===== src/rtl/fxp_conv_pkg.sv =====
// Shared definitions for the fixed-point to scaled-integer conversion chain.
//   state_t       : converter FSM states (IDLE, MUL, RND, OUT)
//   RND_TRUNC     : rounding mode, truncate toward zero
//   RND_HALF_AWAY : rounding mode, round half away from zero
//   sat_limit()   : magnitude limit of a signed OUT_W-bit result for a given sign
package fxp_conv_pkg;

  typedef enum logic [1:0] {
    IDLE = 2'd0,
    MUL  = 2'd1,
    RND  = 2'd2,
    OUT  = 2'd3
  } state_t;

  localparam int RND_TRUNC     = 0;
  localparam int RND_HALF_AWAY = 1;

  // Width used for magnitude/limit comparisons; holds any OUT_W up to 63.
  localparam int LIM_W = 64;

  // Largest representable magnitude: 2^(out_w-1)-1 when positive,
  // 2^(out_w-1) when negative (the most-negative code).
  function automatic logic [LIM_W-1:0] sat_limit(input int out_w, input logic neg);
    logic [LIM_W-1:0] one;
    one = {{(LIM_W-1){1'b0}}, 1'b1};
    if (neg) return one << (out_w - 1);
    else     return (one << (out_w - 1)) - one;
  endfunction

endpackage


===== src/rtl/shift_add_mul.sv =====
// Iterative unsigned shift-add multiplier, one multiplier bit per cycle.
//   clk, rst : clock and asynchronous active-high reset
//   start    : load operands a, b and clear the accumulator
//   a        : multiplicand (A_W bits, unsigned)
//   b        : multiplier (B_W bits, unsigned)
//   done     : high during the cycle that folds in the last multiplier bit;
//              prod is final on the following cycle
//   prod     : accumulated product (A_W+B_W bits, cannot overflow)
module shift_add_mul #(
  parameter int A_W = 11,
  parameter int B_W = 10
) (
  input  logic               clk,
  input  logic               rst,
  input  logic               start,
  input  logic [A_W-1:0]     a,
  input  logic [B_W-1:0]     b,
  output logic               done,
  output logic [A_W+B_W-1:0] prod
);

  localparam int P_W   = A_W + B_W;
  localparam int CNT_W = (B_W > 1) ? $clog2(B_W) : 1;

  logic [A_W-1:0]   a_q;
  logic [B_W-1:0]   b_q;
  logic [P_W-1:0]   acc;
  logic [CNT_W-1:0] cnt;
  logic             busy;

  assign done = busy && (cnt == CNT_W'(B_W - 1));
  assign prod = acc;

  always_ff @(posedge clk or posedge rst) begin
    if (rst) begin
      a_q  <= '0;
      b_q  <= '0;
      acc  <= '0;
      cnt  <= '0;
      busy <= 1'b0;
    end else if (start) begin
      a_q  <= a;
      b_q  <= b;
      acc  <= '0;
      cnt  <= '0;
      busy <= 1'b1;
    end else if (busy) begin
      if (b_q[cnt]) acc <= acc + (P_W'(a_q) << cnt);
      if (done) busy <= 1'b0;
      else      cnt  <= cnt + 1'b1;
    end
  end

endmodule


===== src/rtl/fixed_to_scaled_int.sv =====
// Converts a signed fixed-point word (value = in_data / 2^FRAC_W) into the
// signed integer value*SCALE, with selectable rounding and saturation to OUT_W.
// One word in flight; result appears SCALE_W+1 cycles after acceptance.
//   clk, rst  : clock and asynchronous active-high reset
//   in_valid  : input word present
//   in_ready  : converter idle, word will be taken
//   in_data   : IN_W-bit two's-complement fixed-point input
//   out_valid : result present, held until out_ready
//   out_ready : downstream accepts result
//   out_data  : OUT_W-bit two's-complement scaled integer
//   out_sat   : result was clipped (qualified by out_valid)
module fixed_to_scaled_int
  import fxp_conv_pkg::*;
#(
  parameter int IN_W       = 10,
  parameter int FRAC_W     = 8,
  parameter int SCALE      = 1000,
  parameter int OUT_W      = 32,
  parameter int ROUND_MODE = 1
) (
  input  logic            clk,
  input  logic            rst,
  input  logic            in_valid,
  output logic            in_ready,
  input  logic [IN_W-1:0] in_data,
  output logic            out_valid,
  input  logic            out_ready,
  output logic [OUT_W-1:0] out_data,
  output logic            out_sat
);

  localparam int SCALE_W = $clog2(SCALE + 1);
  localparam int MAG_W   = IN_W + 1;
  localparam int AW      = MAG_W + SCALE_W;
  localparam int HSH     = (FRAC_W > 0) ? FRAC_W - 1 : 0;
  localparam logic [AW:0] HALF =
    (ROUND_MODE == RND_HALF_AWAY && FRAC_W > 0) ? ({{AW{1'b0}}, 1'b1} << HSH) : '0;

  state_t state, state_nxt;

  logic                     sign;
  logic                     accept;
  logic signed [MAG_W-1:0]  in_ext;
  logic        [MAG_W-1:0]  mag_in;
  logic                     mul_done;
  logic        [AW-1:0]     prod;
  logic        [AW:0]       r_mag;
  logic                     sat_c;
  logic signed [OUT_W-1:0]  res_c;

  // Add the rounding offset (one extra bit absorbs the carry), then drop
  // the fractional bits.
  function automatic logic [AW:0] round_mag(input logic [AW-1:0] p);
    logic [AW:0] s;
    s = {1'b0, p} + HALF;
    return s >> FRAC_W;
  endfunction

  function automatic logic is_sat(input logic [AW:0] r, input logic neg);
    return LIM_W'(r) > sat_limit(OUT_W, neg);
  endfunction

  // Clipped magnitude, then sign applied; -0 collapses to +0 naturally.
  function automatic logic signed [OUT_W-1:0] saturate(input logic [AW:0] r,
                                                       input logic neg);
    logic [LIM_W-1:0] m;
    logic [OUT_W-1:0] mo;
    m  = is_sat(r, neg) ? sat_limit(OUT_W, neg) : LIM_W'(r);
    mo = m[OUT_W-1:0];
    return neg ? -$signed(mo) : $signed(mo);
  endfunction

  assign in_ready = (state == IDLE);
  assign accept   = in_ready && in_valid;

  // One extra bit so |most-negative| is exact.
  assign in_ext = $signed({in_data[IN_W-1], in_data});
  assign mag_in = in_data[IN_W-1] ? MAG_W'(-in_ext) : MAG_W'(in_ext);

  shift_add_mul #(
    .A_W (MAG_W),
    .B_W (SCALE_W)
  ) u_mul (
    .clk   (clk),
    .rst   (rst),
    .start (accept),
    .a     (mag_in),
    .b     (SCALE_W'(SCALE)),
    .done  (mul_done),
    .prod  (prod)
  );

  always_comb begin
    r_mag = round_mag(prod);
    sat_c = is_sat(r_mag, sign);
    res_c = saturate(r_mag, sign);
  end

  always_comb begin
    state_nxt = state;
    case (state)
      IDLE: if (in_valid)  state_nxt = MUL;
      MUL:  if (mul_done)  state_nxt = RND;
      RND:                 state_nxt = OUT;
      OUT:  if (out_ready) state_nxt = IDLE;
      default:             state_nxt = IDLE;
    endcase
  end

  always_ff @(posedge clk or posedge rst) begin
    if (rst) begin
      state     <= IDLE;
      sign      <= 1'b0;
      out_valid <= 1'b0;
      out_data  <= '0;
      out_sat   <= 1'b0;
    end else begin
      state <= state_nxt;
      if (accept) sign <= in_data[IN_W-1];
      // RND: product is final, publish rounded/clipped result
      if (state == RND) begin
        out_valid <= 1'b1;
        out_data  <= res_c;
        out_sat   <= sat_c;
      end
      // OUT: release on handshake; data stays as last result
      if (state == OUT && out_ready) out_valid <= 1'b0;
    end
  end

endmodule


===== config.mk =====
export PLATFORM = sky130hd
export DESIGN_NAME = fixed_to_scaled_int
export DESIGN_NICKNAME = d
export VERILOG_FILES = /design/src/rtl/fxp_conv_pkg.sv /design/src/rtl/shift_add_mul.sv /design/src/rtl/fixed_to_scaled_int.sv
export SDC_FILE = /design/constraint.sdc
export NUM_CORES = 1
export LEC_CHECK = 0
export CAP_MARGIN = 10
export CELL_PAD_IN_SITES_DETAIL_PLACEMENT = 0
export CELL_PAD_IN_SITES_GLOBAL_PLACEMENT = 1
export CORE_MARGIN = 1
export CORE_UTILIZATION = 40
export DETAILED_ROUTE_END_ITERATION = 8
export PLACE_DENSITY = 0.76
export SLEW_MARGIN = 20
export SYNTH_ARGS = -nofsm -noshare
export SYNTH_HDL_FRONTEND = slang
export SYNTH_SLANG_ARGS = --single-unit

===== constraint.sdc =====
create_clock -name clk -period 10.4 [get_ports clk]
set_clock_uncertainty 0.1 [all_clocks]
set_input_delay 2.6 -clock clk [delete_from_list [all_inputs] [get_ports clk]]
set_output_delay 2.6 -clock clk [all_outputs]
set_load 0.01 [all_outputs]

======== After elaboration in Yosys (flattened, before gate mapping) ========
Index checks and enable logic that the tools add are counted.
operators by class
  add/subtract/negate cells ............... 5
  multipliers ............................. 0
  div/mod/pow operators ................... 0
  $lt $le $gt $ge ......................... 2
  eq/ne operators ......................... 8
  shifts and indexed selects .............. 1
  mux-type cells .......................... 21
  bitwise operators ....................... 0
  reductions and logical operators ........ 10
operators with widths
  operator                 number
  $mux W32                 3
  $gt A14 B64 Y1           1
  $mux W21                 3
  $neg A32 Y32             1
  $add A21 B8 Y22 const B  1
  $add A21 B21 Y21         1
  $shl A11 B4 Y21          1
  $mux W4                  3
  $mux W11                 1
  $neg A10 Y11             1
  $ne A2 B2 Y1 const B     4
  $pmux W2 S4              1
  $mux W1                  6
  $mux W2                  3
  $reduce_bool A2 Y1       3
  $lt A4 B5 Y1 const B     1
  $add A4 B1 Y4 const B    1
  $bmux W1 S4              1
  $eq A2 B2 Y1 const B     2
  $eq A4 B4 Y1 const B     1
  $reduce_and A2 Y1        2
  $logic_and A1 B1 Y1      3
  $reduce_and A3 Y1        1
  $eq A2 B1 Y1 const B     1
  $logic_not A2 Y1         1
storage, ports and cells
  flip-flop bits (word level) ............. 75
  bits in latches ......................... 0
  RAM bits ................................ 0
  memory bits (read-only) ................. 0
  output and inout port bits .............. 35
  memories ................................ 0

======== Depth between registers and ports, before layout ========
Gate-level depths: netlist of the first run.
  depth after elaboration ................. 5
  depth in mapped cells ................... 16
  gate-level depth less buffers ........... 13

======== Modules after synthesis ========
From an unflattened synthesis of the first run, not the netlist that was laid out.
second synthesis, totals
  cells, all modules ...................... 635
  area total of the unflattened synthesis .. 5660.4 µm²
by module, submodules not included
  module               instances  cells each  area each (µm²)  sequential area each (µm²)
  shift_add_mul        1          388         3460.8           1176.1
  fixed_to_scaled_int  1          247         2199.6           775.7

======== Worst setup path before layout of the first run ========
Ideal clock, no wire load.
  kind .................................... input port to flip-flop
  start point ............................. in in_data[1]
  end point ............................... reg u_mul.a_q[7]
  library setup time ...................... 0.134 ns
  arrival ................................. 3.785 ns
  required time ........................... 10.166 ns
  path slack .............................. 6.381 ns
  cell stages on the path ................. 6
  buffers on the path ..................... 0
  cells stage by stage .................... or3_1 > or3_1 > nor3_1 > nand2b_1 > xor2_1 > o21ai_0
between the ends
  cells in the longest elaborated chain, start to end .. 2
RTL lines
  what                    RTL line                   source
  start: declaration      fixed_to_scaled_int.sv:25  input logic [IN_W-1:0] in_data,
  $neg A10 Y11            fixed_to_scaled_int.sv:78  assign mag_in = in_data[IN_W-1] ? MAG_W'(-in_ext) : MAG_W'(in_ext);
  $mux W11                fixed_to_scaled_int.sv:78
  end signal: assignment  shift_add_mul.sv:36        a_q <= '0;
  end signal: assignment  shift_add_mul.sv:42        a_q <= a;
  end: declaration        shift_add_mul.sv:25        logic [A_W-1:0] a_q;
Every way passes these cells.
A chain may end at the register's enable or synchronous reset.

======== Worst setup path in the final report of the first run ========
  start point ............................. reg state[1]
  end point ............................... out in_ready
between the ends
  cells in the longest elaborated chain, start to end .. 1
RTL lines
  what                      RTL line                    source
  start: declaration        fixed_to_scaled_int.sv:39   state_t state, state_nxt;
  start signal: assignment  fixed_to_scaled_int.sv:118  state <= state_nxt;
  $logic_not A2 Y1          fixed_to_scaled_int.sv:73   assign in_ready = (state == IDLE);
  end: declaration          fixed_to_scaled_int.sv:24   output logic in_ready,
Every way passes these cells.

==> key figures, run 1 <==
Route
  – Wire length per cell: 15.6 um
  – DR vias: 4801
  – DRT antenna net count: 0
  – Wirelength, routed: 13500 um
  – Top sig layer: met4
  – DRC viols: 0
  – DRT Pass-1 Iters: 4
  – WL met3: 456 um
  – WL met1: 6550 um
  – DRT iter0 DRCs: 256
  – Vias/cell: 5.54
  – Met2 routed WL: 6380 um

Synth
  – Gate Count Post-Synth: 667
  – Async SR Flop Fraction: 100%
  – Ys Warns: 0
  – Post-Syn Area: 0.00545 mm^2
  – Post-synth EDFFs: 0
  – Synthesized area per cell: 8.18 um^2
  – Seq/Total Area, Yosys: 31.7%
  – Main synth FF type: dfrtp_1
  – Synthesized Nets: 712
  – Synth cell types: 75
  – Yosys reg bits: 69

Placement
  – Pre-CTS setup slack: 5.77 ns
  – Placed insts: 851
  – Buffers on Ports: 47
  – GP Congestion: 0.874
  – DP Wirelength: 9830 um

STA
  – RSZ-0062 raised after global routing: no
  – Tmin final: 4.32 ns
  – Final hold violations: 0
  – Max frequency: 231 MHz
  – Setup_tns: 0 ns
  – Max-slew violations: 0
  – Final setup margin: 6.08 ns
  – Final worst-path cycle share: 41.6%
  – Worst slew margin: 40.2%
  – Final Setup Violations: 0
  – Worst Tran Pin Value: 0.897 ns

CTS
  – Postcts setup bufs: 0
  – Clock slew at reported path FFs: 0.06 ns
  – CTS tree: built
  – CTS Sinks: 69
  – CTS Buf Count: 9
  – Post-cts resize count: 0
  – H-tree levels: 3
  – Longest Clk Path Bufs: 2
  – CTS Hold Buffers Added: 0
  – Clock Latency Late Sink: 0.34 ns
  – CTS root buffer: clkbuf_16

Pwr
  – Switching Fraction: 45.6%
  – Combinational share of power: 58.5%
  – Clk pwr share: 15.9%
  – Cell internal pwr: 1.14 mW
  – Worst vdd ir: 0.209 mV
  – PnR Total Power: 2.10 mW
  – Sequential Power Share: 25.5%
  – Psw: 0.959 mW
  – Leakage: 2.69 nW
  – PD cells: 335 mW/mm^2

Hold path
  – Min-Delay Path Class: reg -> reg
  – Hold depth: 1

Global route
  – Largest net degree at the start of global routing: 70
  – Global-route wire length before repair: 22800 um
  – Grt ovf: 0
  – GRT Resource Usage Total: 20.2%
  – Antenna violations before repair: 0
  – Vias in the first global route: 4512

Layout
  – Antenna diodes: 0
  – Final Util: 47.4%
  – Number of fill cells: 1321
  – Share of cells above drive strength 1: 6.52%
  – Cell Count, Final, Fillers Out: 866
  – Nets@finish: 731
  – Area growth syn-to-layout: 15.1%

Critical path
  – CP Data Required Time: 7.70 ns
  – Maximum net fanout on the critical path: 5
  – CP arrival: 1.62 ns
  – Kind of critical path: reg -> out
  – Critical path launch point type: flip-flop
  – CP endpoint kind: output port
  – Reg2Reg Depth: 13

Floorplanning
  – DIE AREA: 0.0141 mm^2
  – Width of the die: 119 um
  – # IOs: 49
  – Row cnt: 42
  – Core ar.: 0.0132 mm^2
  – Die H: 119 um
  – Starting Density: 41.2%

Status
  – Status: completed

Run
  – Max Cap Viol: 0
state kept, by name, summed over array words and instances (netlist names):
register and flops:
out_valid 1, u_mul.busy 1, out_data 27, state 2, u_mul.cnt 4, u_mul.prod 21, u_mul.b_q 1, u_mul.a_q 11
sign 1
cell families (layout without fill, tap and decap cells):
family / count (synthesis) / count (layout) / share of synthesized area [%]
other: 1 / 1 / 0.0688
flip-flops: 69 / 69 / 31.7
XOR/XNOR: 34 / 34 / 5.46
multiplexers: 33 / 33 / 6.49
AND/OR/NAND/NOR: 276 / 276 / 24.2
buffers and inverters: 67 / 90 / 5.71
adder cells (fa/ha/maj): 31 / 31 / 7.25
AO/OA/AOI/OAI: 156 / 156 / 19.1
metrics by stage:
step	area [um^2]	hold slack (ns)
after global routing	6280	0.388
after detailed placement	5950	0.356
after CTS	6280	0.373
after global placement	5950	0.362
final	6280	0.373
after floorplan	5450	0.334
layout make-up:
class / instances / area [um^2] / share of cell area [%]
Clock buffer: 12 / 256 / 4.09
Sequential cell: 69 / 1730 / 27.5
Timing Repair Buffer: 51 / 500 / 7.97
Inverter: 24 / 90.1 / 1.44
Tap cell: 176 / 220 / 3.51
Multi-Input combinational cell: 531 / 3410 / 54.4
Clock inverter: 3 / 68.8 / 1.10
cell usage after synthesis (18+ instances only):
cell type | count | area [um^2]
mux2i_1 | 23 | 230
inv_1 | 22 | 82.6
nor3_1 | 19 | 95.1
dfrtp_1 | 69 | 1730
a21oi_1 | 38 | 190
ha_1 | 30 | 375
o21ai_0 | 46 | 230
nor2_1 | 46 | 173
clkbuf_1 | 24 | 90.1
nand3_1 | 32 | 160
nand2_1 | 107 | 402
xnor2_1 | 18 | 158
per-layer routing:
metal | GRT usage (%) | up-vias
met5 | 0 | -
met3 | 3.96 | 10
li1 | - | 2436
met2 | 33.5 | 97
met1 | 27.1 | 2258
met4 | 4.67 | 0
path summary, 6_finish.rpt:
path / start / end / slack [ns]
max: state[1]$_DFFE_PP0P_ / in_ready / 6.08
min: u_mul.b_q[3]$_DFFE_PP0P_ / u_mul.b_q[3]$_DFFE_PP0P_ / 0.37
max reg2reg: u_mul.cnt[0]$_DFFE_PP0P_ / u_mul.prod[14]$_DFFE_PP0P_ / 6.21
min reg2reg: u_mul.b_q[3]$_DFFE_PP0P_ / u_mul.b_q[3]$_DFFE_PP0P_ / 0.37
max in group asynchronous: rst / u_mul.a_q[1]$_DFFE_PP0P_ / 6.85
min in group asynchronous: rst / u_mul.prod[16]$_DFFE_PP0P_ / 2.75
power groups by stage:
stage | Sequential, mW | Clock [mW] | Combinational, mW
finish | 0.537 | 0.335 | 1.23
floorplan | 0.482 | 0 | 0.943
CTS | 0.536 | 0.348 | 1.23
global route | 0.557 | 0.356 | 1.38
global placement | 0.534 | 0 | 1.21
detailed placement | 0.541 | 0 | 1.23
cells in the final DEF, fill, tap and decap left out, types with 18 or more instances in the layout:
cell type        netlist  layout
nand2_1              107     107
dfrtp_1               69      69
nor3_1                19      19
clkdlybuf4s50_1        0      47
nand3_1               32      32
mux2i_1               23      23
o21ai_0               46      46
ha_1                  30      30
inv_1                 22      21
xnor2_1               18      18
a21oi_1               38      38
nor2_1                46      46
worst max-delay path, stage by stage, from the launching register on:
cell	delay [ns]
dfrtp_1	0.40
inv_1	0.10
ha_1	0.23
clkdlybuf4s50_1	0.56
Power figures use the tool's default switching activity.
==> run 2, diff against run 1 <==
Clock period 10.4 ns to 4.2 ns, I/O delays scaled along.
==> run 2 against run 1 <==
Compared with the run above: non-clock buffer count increased by 9; total power increased to 2.5 times the previous value; global-route usage increased by 0.46 points; sequential cell count unchanged; sequential power increased by 140%; die area unchanged; largest power group unchanged.
==> key figures, run 2 (synthesized netlist as in run 1, its figures left out) <==
Floorplanning
  – Die H: 119 um (unchanged)
  – Width of the die: 119 um (unchanged)
  – Row cnt: 42 (unchanged)
  – Core ar.: 0.0132 mm^2 (unchanged)
  – # IOs: 49 (unchanged)
  – Starting Density: 41.2% (unchanged)
  – DIE AREA: 0.0141 mm^2 (unchanged)

CTS
  – Postcts setup bufs: 0 (unchanged)
  – Clock Latency Late Sink: 0.35 ns (about the same)
  – CTS Buf Count: 9 (unchanged)
  – H-tree levels: 3 (unchanged)
  – Clock slew at reported path FFs: 0.06 ns (about the same)
  – Longest Clk Path Bufs: 2 (unchanged)
  – CTS root buffer: clkbuf_16
  – CTS Sinks: 69 (unchanged)
  – CTS tree: built

STA
  – Final worst-path cycle share: 93.1%
  – Worst Tran Pin Value: 0.742 ns (-0.154 ns)
  – Setup_tns: 0 ns (unchanged)
  – Final setup margin: 0.289 ns (-5.79 ns)
  – Max-slew violations: 0 (unchanged)
  – Final Setup Violations: 0 (unchanged)
  – Final hold violations: 0 (unchanged)
  – Tmin final: 3.91 ns
  – Max frequency: 256 MHz
  – Worst slew margin: 50.4% (+10 points)

Hold path
  – Worst hold start: out_data[8]$_DFFE_PP0P_
  – Min-Delay Path Class: reg -> reg
  – Hold path endpoint: out_data[8]$_DFFE_PP0P_
  – Hold depth: 2 (+1)

Route
  – Wirelength, routed: 14000 um (+3.7%)
  – DRT Pass-1 Iters: 5 (+1)
  – DRT iter0 DRCs: 273 (+6.6%)
  – DR vias: 4878 (+1.6%)
  – Wire length per cell: 16.0 um (+2.6%)
  – DRC viols: 0 (unchanged)
  – Vias/cell: 5.57 (+0.44%)
  – DRT antenna net count: 0 (unchanged)

Global route
  – Vias in the first global route: 4600 (+2.0%)
  – Grt ovf: 0 (unchanged)
  – GRT Resource Usage Total: 20.7% (+0.46 points)
  – Global-route wire length before repair: 23300 um (+2.1%)
  – Largest net degree at the start of global routing: 42 (-40%)
  – Antenna violations before repair: 0 (unchanged)

Critical path
  – Critical path's largest stage delay: 0.52 ns (-0.04 ns)
  – Cells along the critical path: buf_4 -> mux2_2 -> o21ai_0 -> mux2i_1 -> nand2_1 -> o31ai_1 -> ha_1 -> nand2_1 -> or3_1 -> a2111oi_1 -> or3_1 -> mux2i_1 -> nand3_1
  – R2R setup slack: 0.29 ns (-5.92 ns)
  – CP Data Required Time: 4.33 ns (-3.37 ns)
  – R2r endpoint: u_mul.prod[20]$_DFFE_PP0P_
  – Critical path launch point type: flip-flop
  – Critical path's top delay family: simple AND/OR/NAND/NOR gates
  – Kind of critical path: reg -> reg
  – CP max stage cell: dfrtp_1
  – WP buf/inv: 1 (-1)
  – CP endpoint kind: flip-flop
  – Worst reg2reg path startpoint: u_mul.cnt[0]$_DFFE_PP0P_
  – CP arrival: 4.04 ns (+2.42 ns)
  – Reg2Reg Depth: 13 (unchanged)
  – Maximum net fanout on the critical path: 13 (+8)

Pwr
  – Worst vdd ir: 0.308 mV (+47%)
  – Leakage: 2.73 nW (+1.5%)
  – PnR Total Power: 5.30 mW (+150%)
  – PD cells: 833 mW/mm^2 (+150%)

Layout
  – Register area: 0.00173 mm^2 (unchanged)
  – Largest Register: out_data
  – Nets@finish: 740 (+1.2%)
  – Number of fill cells: 1304 (-1.3%)
  – Multi-input logic area: 0.00342 mm^2 (about the same)
  – Area growth syn-to-layout: 16.6%
  – Most common cell after layout, fill and taps aside: nand2_1
  – Max FFs per register: 27 (unchanged)
  – Antenna diodes: 0 (unchanged)
  – Most frequent cells in the layout: nand2_1, dfrtp_1, clkdlybuf4s50_1, nor2_1, o21ai_0
  – Share of cells above drive strength 1: 8.00% (+1.5 points)

Status
  – Status: completed

Placement
  – GP Congestion: 0.940 (+7.6%)
  – Pre-CTS setup slack: 0.336 ns (-5.44 ns)
  – DP Wirelength: 10400 um (+5.8%)
  – Buffers on Ports: 47 (unchanged)

Run
  – Max Cap Viol: 0 (unchanged)
[run 2: worst min-delay path, delay by kind of cell (launching register included)]
kind             cells  cell delay [ns]
flip-flops           1             0.34
AND/OR/NAND/NOR      2             0.10
[run 2: area by class of cell]
| cell class | count | share of cell area (%) |
|---|---|---|
| clock buffers | 9 | 3.54 |
| clock inverters | 7 | 1.54 |
| inverters | 24 | 1.42 |
| multi-input cells | 531 | 53.7 |
| flip-flops and latches | 69 | 27.2 |
| well taps | 176 | 3.46 |
| repair buffers | 60 | 9.13 |
[run 2: metrics by stage]
step / area (um^2) / hold WS [ns] / utilization [%] / std cells
finish: 6360 / 0.382 / 48.0 / 876
global route: 6360 / 0.399 / 48.0 / 876
CTS: 6350 / 0.381 / 48.0 / 876
detailed placement: 6030 / 0.362 / 45.5 / 860
global placement: 6030 / 0.361 / 45.5 / 860
floorplan: 5450 / 0.334 / - / 667
[run 2: metal layers]
metal,track usage [%],up-vias,wire length (um)
met5,0,-,0
met4,7.75,0,266
met3,2.65,15,414
met2,33.6,84,6640
met1,28.0,2335,6690
li1,-,2444,-
[run 2: repair_timing]
action | in CTS | in global routing
hold buffers | 0 | 0
endpoints found under the setup margin | 0 | 1
resized for setup | 0 | 1
[run 2: worst max-delay path by stage]
| stage | from | cells past startpoint | end | slack, ns |
|---|---|---|---|---|
| final | u_mul.cnt[0]$_DFFE_PP0P_ | 13 | u_mul.prod[20]$_DFFE_PP0P_ | 0.29 |
| after floorplan | u_mul.cnt[0]$_DFFE_PP0P_ | 15 | u_mul.prod[14]$_DFFE_PP0P_ | 0.41 |
| after detailed placement | u_mul.cnt[0]$_DFFE_PP0P_ | 13 | u_mul.prod[20]$_DFFE_PP0P_ | 0.34 |
| after CTS | u_mul.cnt[0]$_DFFE_PP0P_ | 13 | u_mul.prod[20]$_DFFE_PP0P_ | 0.30 |
| after global placement | u_mul.cnt[0]$_DFFE_PP0P_ | 13 | u_mul.prod[20]$_DFFE_PP0P_ | 0.52 |
| after global routing | u_mul.cnt[0]$_DFFE_PP0P_ | 13 | u_mul.prod[20]$_DFFE_PP0P_ | -0.004 |
[run 2: where the power goes]
group          internal [mW]  switching (mW)  leakage [nW]
Sequential             0.957           0.309         0.863
Clock                  0.522           0.316         0.152
Combinational           1.37            1.82          1.72
==> RTL edit 1: new RTL, config.mk and constraints of run 2 <==
Change the parameter `SCALE` from 1000 to 500.
--- a/src/rtl/fixed_to_scaled_int.sv
+++ b/src/rtl/fixed_to_scaled_int.sv
@@ -15,5 +15,5 @@
   parameter int IN_W       = 10,
   parameter int FRAC_W     = 8,
-  parameter int SCALE      = 1000,
+  parameter int SCALE      = 500,
   parameter int OUT_W      = 32,
   parameter int ROUND_MODE = 1
Function: same outputs for any inputs over 10 cycles, from zero or initial values and one cycle with rst high; that may be too few to reach the edited logic, so the function may still have changed.
==> RTL edit 1 against run 2 <==
- combinational power decreased by 6.3%
- first-iteration DRC count rose by 5.5%
- power decreased by 4.0%
- sequential cell count shrank 3
- worst setup slack improved by 80 ps
- count of clock-buffer cells in the layout up 2
- final area decreased by 7.1%
- utilization grew 0.76 points
- critical endpoint is now u_mul.prod[18]
- sequential share of layout area rose by 0.80 points
- clock power fell by 0.7%
- largest power group unchanged
- wire length fell by 15%
- area after synthesis down 7.9%
==> RTL edit 1: results (changes against run 2) <==
power_and_ir_drop:
  power_density_mw_per_mm2: 861  # +3.3%
  switching_share_pct: 44.3  # -2.0 points
  p_comb_share_pct: 58.8  # -1.4 points
  p_leak_nw: 2.53  # -7.3%
  p_seq_share_pct: 24.8  # +0.9 points
min_path:
  min_path_cells: 1  # -1
  holdPathEnd: "u_mul.b_q[2]"
  hp-start: "u_mul.b_q[2]"
clocking:
  clockBufferDepth: 2  # unchanged
  clk_latency_ps: 340
logic_synthesis:
  synth_common_cells: "74 x nand2_1, 66 x dfrtp_1, 58 x o21ai_0"
  synth_cell_type_count: 68  # -9.3%
  seq_area_frac_synth_pct: 32.9  # +1.2 points
  synth_fp_nets: 625  # -12%
  ys_ff_latch: 66  # -4.3%
  ys_top_cells_by_area: "dfrtp_1 33%, ha_1 7.2%, o21ai_0 5.8%"
final_layout:
  largest_reg_flops: 25  # -7.4%
  clock_cell_area_share_pct: 5.55  # +0.47 points
  nets: 653  # -12%
  layout-drive-gt1-share_pct: 9.46  # +1.5 points
  nClkBuffers: 11  # +2
  buf_share_pct: 9.11  # -0.024 points
  multi_input_cells: 446  # -16%
  n_all_inverters: 30  # +25%
  nNonClkBuffers: 56  # -6.7%
  multi_input_area_sq_mm: 0.00307  # -10%
  fill_cells: 1188  # -8.9%
  area.sequential_sq_mm: 0.00165  # -4.3%
critical_path:
  cp_max_fo: 24  # +11
  r2r_cells: 11  # -2
  cpPeakStageDelay_ps: 790  # +270 ps
  rrSetupSlack_ps: 370  # +80 ps
  critPathTopFamily: "compound AO/OA/AOI/OAI gates"
  r2r_end: "u_mul.prod[18]"
run_status:
  status: "complete, no violations"
route:
  wl_met2_mm: 5.69  # -14%
  drtPass1Iterations: 4  # -1
  wl_mm: 12.0  # -15%
  drt_iter0_drc: 288  # +5.5%
  wl_met3_um: 388  # -6.3%
  wl_met1_mm: 5.74  # -14%
  vias_per_cell: 5.38  # -3.4%
sta:
  slew_headroom_pct: 44.1  # -6.3 points
grt:
  grtUsageMet1_pct: 26.3  # -1.7 points
  grt_max_degree: 67  # +60%
  grt_use_total_pct: 19.3  # -1.4 points
  grt.met3_usage_pct: 2.44  # -0.22 points
  grt_pass1_vias: 3929  # -15%
  use_met2_pct: 30.7  # -2.8 points
  grt_pass1_wl_mm: 19.7  # -15%
place:
  hpwl_mm: 9.01  # -13%
  gp_congestion: 0.880  # -6.4%
-- RTL edit 1: cell count changes in the layout (fill, tap and decap cells not counted), moves of 7 or more --
cell / delta
inv_1: +7
nand3_1: -9
nand4_1: -11
nor2_1: -18
nand2_1: -33
xnor2_1: +8
or3_1: -7
mux2i_1: -16
mux2_2: +7
o21ai_0: +12
nor3_1: -10
-- RTL edit 1: stage by stage --
step / hold WS [ps] / cells / worst slack (ps) / instance area, sq um / utilization [%]
6_report: 380 / 781 / 368 / 5910 / 48.8
5_1_grt: 405 / 781 / 102 / 5910 / 48.8
4_1_cts: 384 / 781 / 396 / 5910 / 48.8
3_5_place_dp: 367 / 766 / 428 / 5580 / 46.1
3_3_place_gp: 353 / 766 / 495 / 5580 / 46.1
2_1_floorplan: 335 / 581 / 376 / 5020 / -
-- RTL edit 1: worst max path at each step --
| stage | to | cells past startpoint | from |
|---|---|---|---|
| after global placement | u_mul.prod[19] | 11 | u_mul.cnt[0] |
| after CTS | u_mul.prod[18] | 11 | u_mul.cnt[1] |
| after detailed placement | u_mul.prod[18] | 11 | u_mul.cnt[1] |
| after global routing | u_mul.prod[17] | 13 | u_mul.cnt[1] |
| final | u_mul.prod[18] | 11 | u_mul.cnt[1] |
| after floorplan | u_mul.prod[18] | 13 | u_mul.cnt[0] |
-- RTL edit 1: cell families (layout without fill, tap and decap cells) --
group                    count (synthesis)  count (layout)  synth area share [%]
other                                    1               1                0.0747
adder cells (fa/ha/maj)                 30              30                  7.62
XOR/XNOR                                41              41                  7.15
buffers and inverters                   69             101                  6.08
AND/OR/NAND/NOR                        179             179                  16.9
AO/OA/AOI/OAI                          168             168                  22.5
multiplexers                            27              27                  6.78
flip-flops                              66              66                  32.9
==> RTL edit 2: new RTL, flow settings as in run 2 <==
Made on the original files. Make the reset (`rst`) synchronous in 2 clocked blocks. Comments in the files are not updated.
--- a/src/rtl/shift_add_mul.sv
+++ b/src/rtl/shift_add_mul.sv
@@ -32,5 +32,5 @@
   assign prod = acc;
 
-  always_ff @(posedge clk or posedge rst) begin
+  always_ff @(posedge clk) begin
     if (rst) begin
       a_q  <= '0;
--- a/src/rtl/fixed_to_scaled_int.sv
+++ b/src/rtl/fixed_to_scaled_int.sv
@@ -108,5 +108,5 @@
   end
 
-  always_ff @(posedge clk or posedge rst) begin
+  always_ff @(posedge clk) begin
     if (rst) begin
       state     <= IDLE;
Formal check against the unedited RTL: differs if rst is asserted again (counterexample within 4 cycles, from zero or initial values and one cycle with rst high); with rst held inactive, the same outputs for 10 cycles.
==> RTL edit 2 against run 2 <==
- first-iteration DRC count fell by 14%
- worst setup slack improved by 200 ps
- final area fell by 7.2%
- global-route usage fell by 0.79 points
- critical path depth rose by 1
- sequential cell count did not move
- sequential share of layout area fell by 3.7 points
- area after synthesis fell by 7.3%
- synthesized cell count fell by 4.8%
- wire length fell by 14%
- critical endpoint is now u_mul.prod[17]
- highest routed layer unchanged
Power is not compared: it rests on default switching activity, and its combinational part moved more than twofold at a synthesized area within 25%.
==> RTL edit 2: results (changes against run 2) <==
logic_synthesis:
  synth.avg_cell_area_sq_um: 7.96  # -2.6%
  synth_fp_nets: 680  # -4.5%
  synth-compound-area-share_pct: 19.8  # +0.68 points
  async_flop_share_pct: 0  # -100 points
  synth_common_cells: "71 x nor2_1, 70 x nand2_1, 69 x dfxtp_1"
  ys.flop_type: "dfxtp_1"
  synth.mux.area_fraction_pct: 6.48  # -0.010 points
  ys_top_cells_by_area: "dfxtp_1 27%, ha_1 7.4%, nor2_1 5.3%"
critical_path:
  rrSetupSlack_ps: 490  # +200 ps
  cpPeakStageDelay_ps: 750  # +230 ps
  r2r_end: "u_mul.prod[17]"
  worstSetupStartpoint: "u_mul.cnt[0]"
  cpMaxStageDelayCell: "dfxtp_1"
  timing.critical_path.to: "u_mul.prod[17]"
  r2r_cells: 14  # +1
  cp_max_fo: 17  # +4
  cp.arrival_ps: 3900  # -140 ps
sta:
  holdWs_ps: 360  # -21.9 ps
  tightest_slew_ps: 1040  # +301 ps
final_layout:
  area.sequential_sq_mm: 0.00138  # -20%
  buf_share_pct: 9.25  # +0.12 points
  clock_cell_area_share_pct: 5.16  # +0.077 points
  multi_input_area_share_pct: 57.6  # +3.9 points
  fill_cells: 1195  # -8.4%
  multi_input_cells: 507  # -4.5%
  area_delta_synth_final_pct: 16.6  # about the same
  seq_cells: 69  # unchanged
  n_all_inverters: 15  # -38%
  nets: 704  # -4.9%
  layout-drive-gt1-share_pct: 8.89  # +0.89 points
run_status:
  status: "complete, no violations"
route:
  drt_iter0_drc: 234  # -14%
  vias_per_cell: 5.34  # -4.0%
  wl_mm: 12.0  # -14%
min_path:
  holdPathEnd: "u_mul.prod[4]"
floorplanning:
  core_sq_mm: 0.0122  # -8.2%
place:
  hpwl_mm: 8.92  # -14%
  gp_congestion: 0.878  # -6.6%
  dpl_cell_area_sq_mm: 0.00559  # -7.3%
  dp_worst_setup_slack_ps: 377  # +40.8 ps
  place_inst: 816  # -5.1%
grt:
  grt_max_degree: 47  # +12%
  grt_use_total_pct: 19.9  # -0.79 points
  grt_pass1_wl_mm: 20.6  # -12%
  grt_pass1_vias: 4191  # -8.9%
## RTL edit 2: changes by cell type in the layout (fill, tap and decap cells not counted), sizes merged, moves of 14 or more
| cell | run 2 | this run |
|---|---|---|
| nand2 | 107 | 71 |
| a21oi | 38 | 52 |
| nor2 | 46 | 71 |
| a211oi | 4 | 21 |
| dfrtp | 69 | 0 |
| nand2b | 4 | 21 |
| dfxtp | 0 | 69 |
## RTL edit 2: routing by layer
| metal | part of all wire [%] | vias to the layer above | global-route usage (%) |
|---|---|---|---|
| met5 | 0 | - | 0 |
| met4 | 1.5 | 0 | 7.27 |
| met3 | 3.4 | 16 | 3.86 |
| li1 | - | 2283 | - |
| met2 | 47 | 81 | 32.8 |
| met1 | 48 | 2066 | 25.8 |
## RTL edit 2: worst max-delay path: cells and delay by family (launching register included)
kind	cells	cell delay, ps
AOI/OAI and AO/OA	5	1030
and+or+nand+nor	7	990
DFF	1	750
muxes	1	430
adders and majority gates	1	330
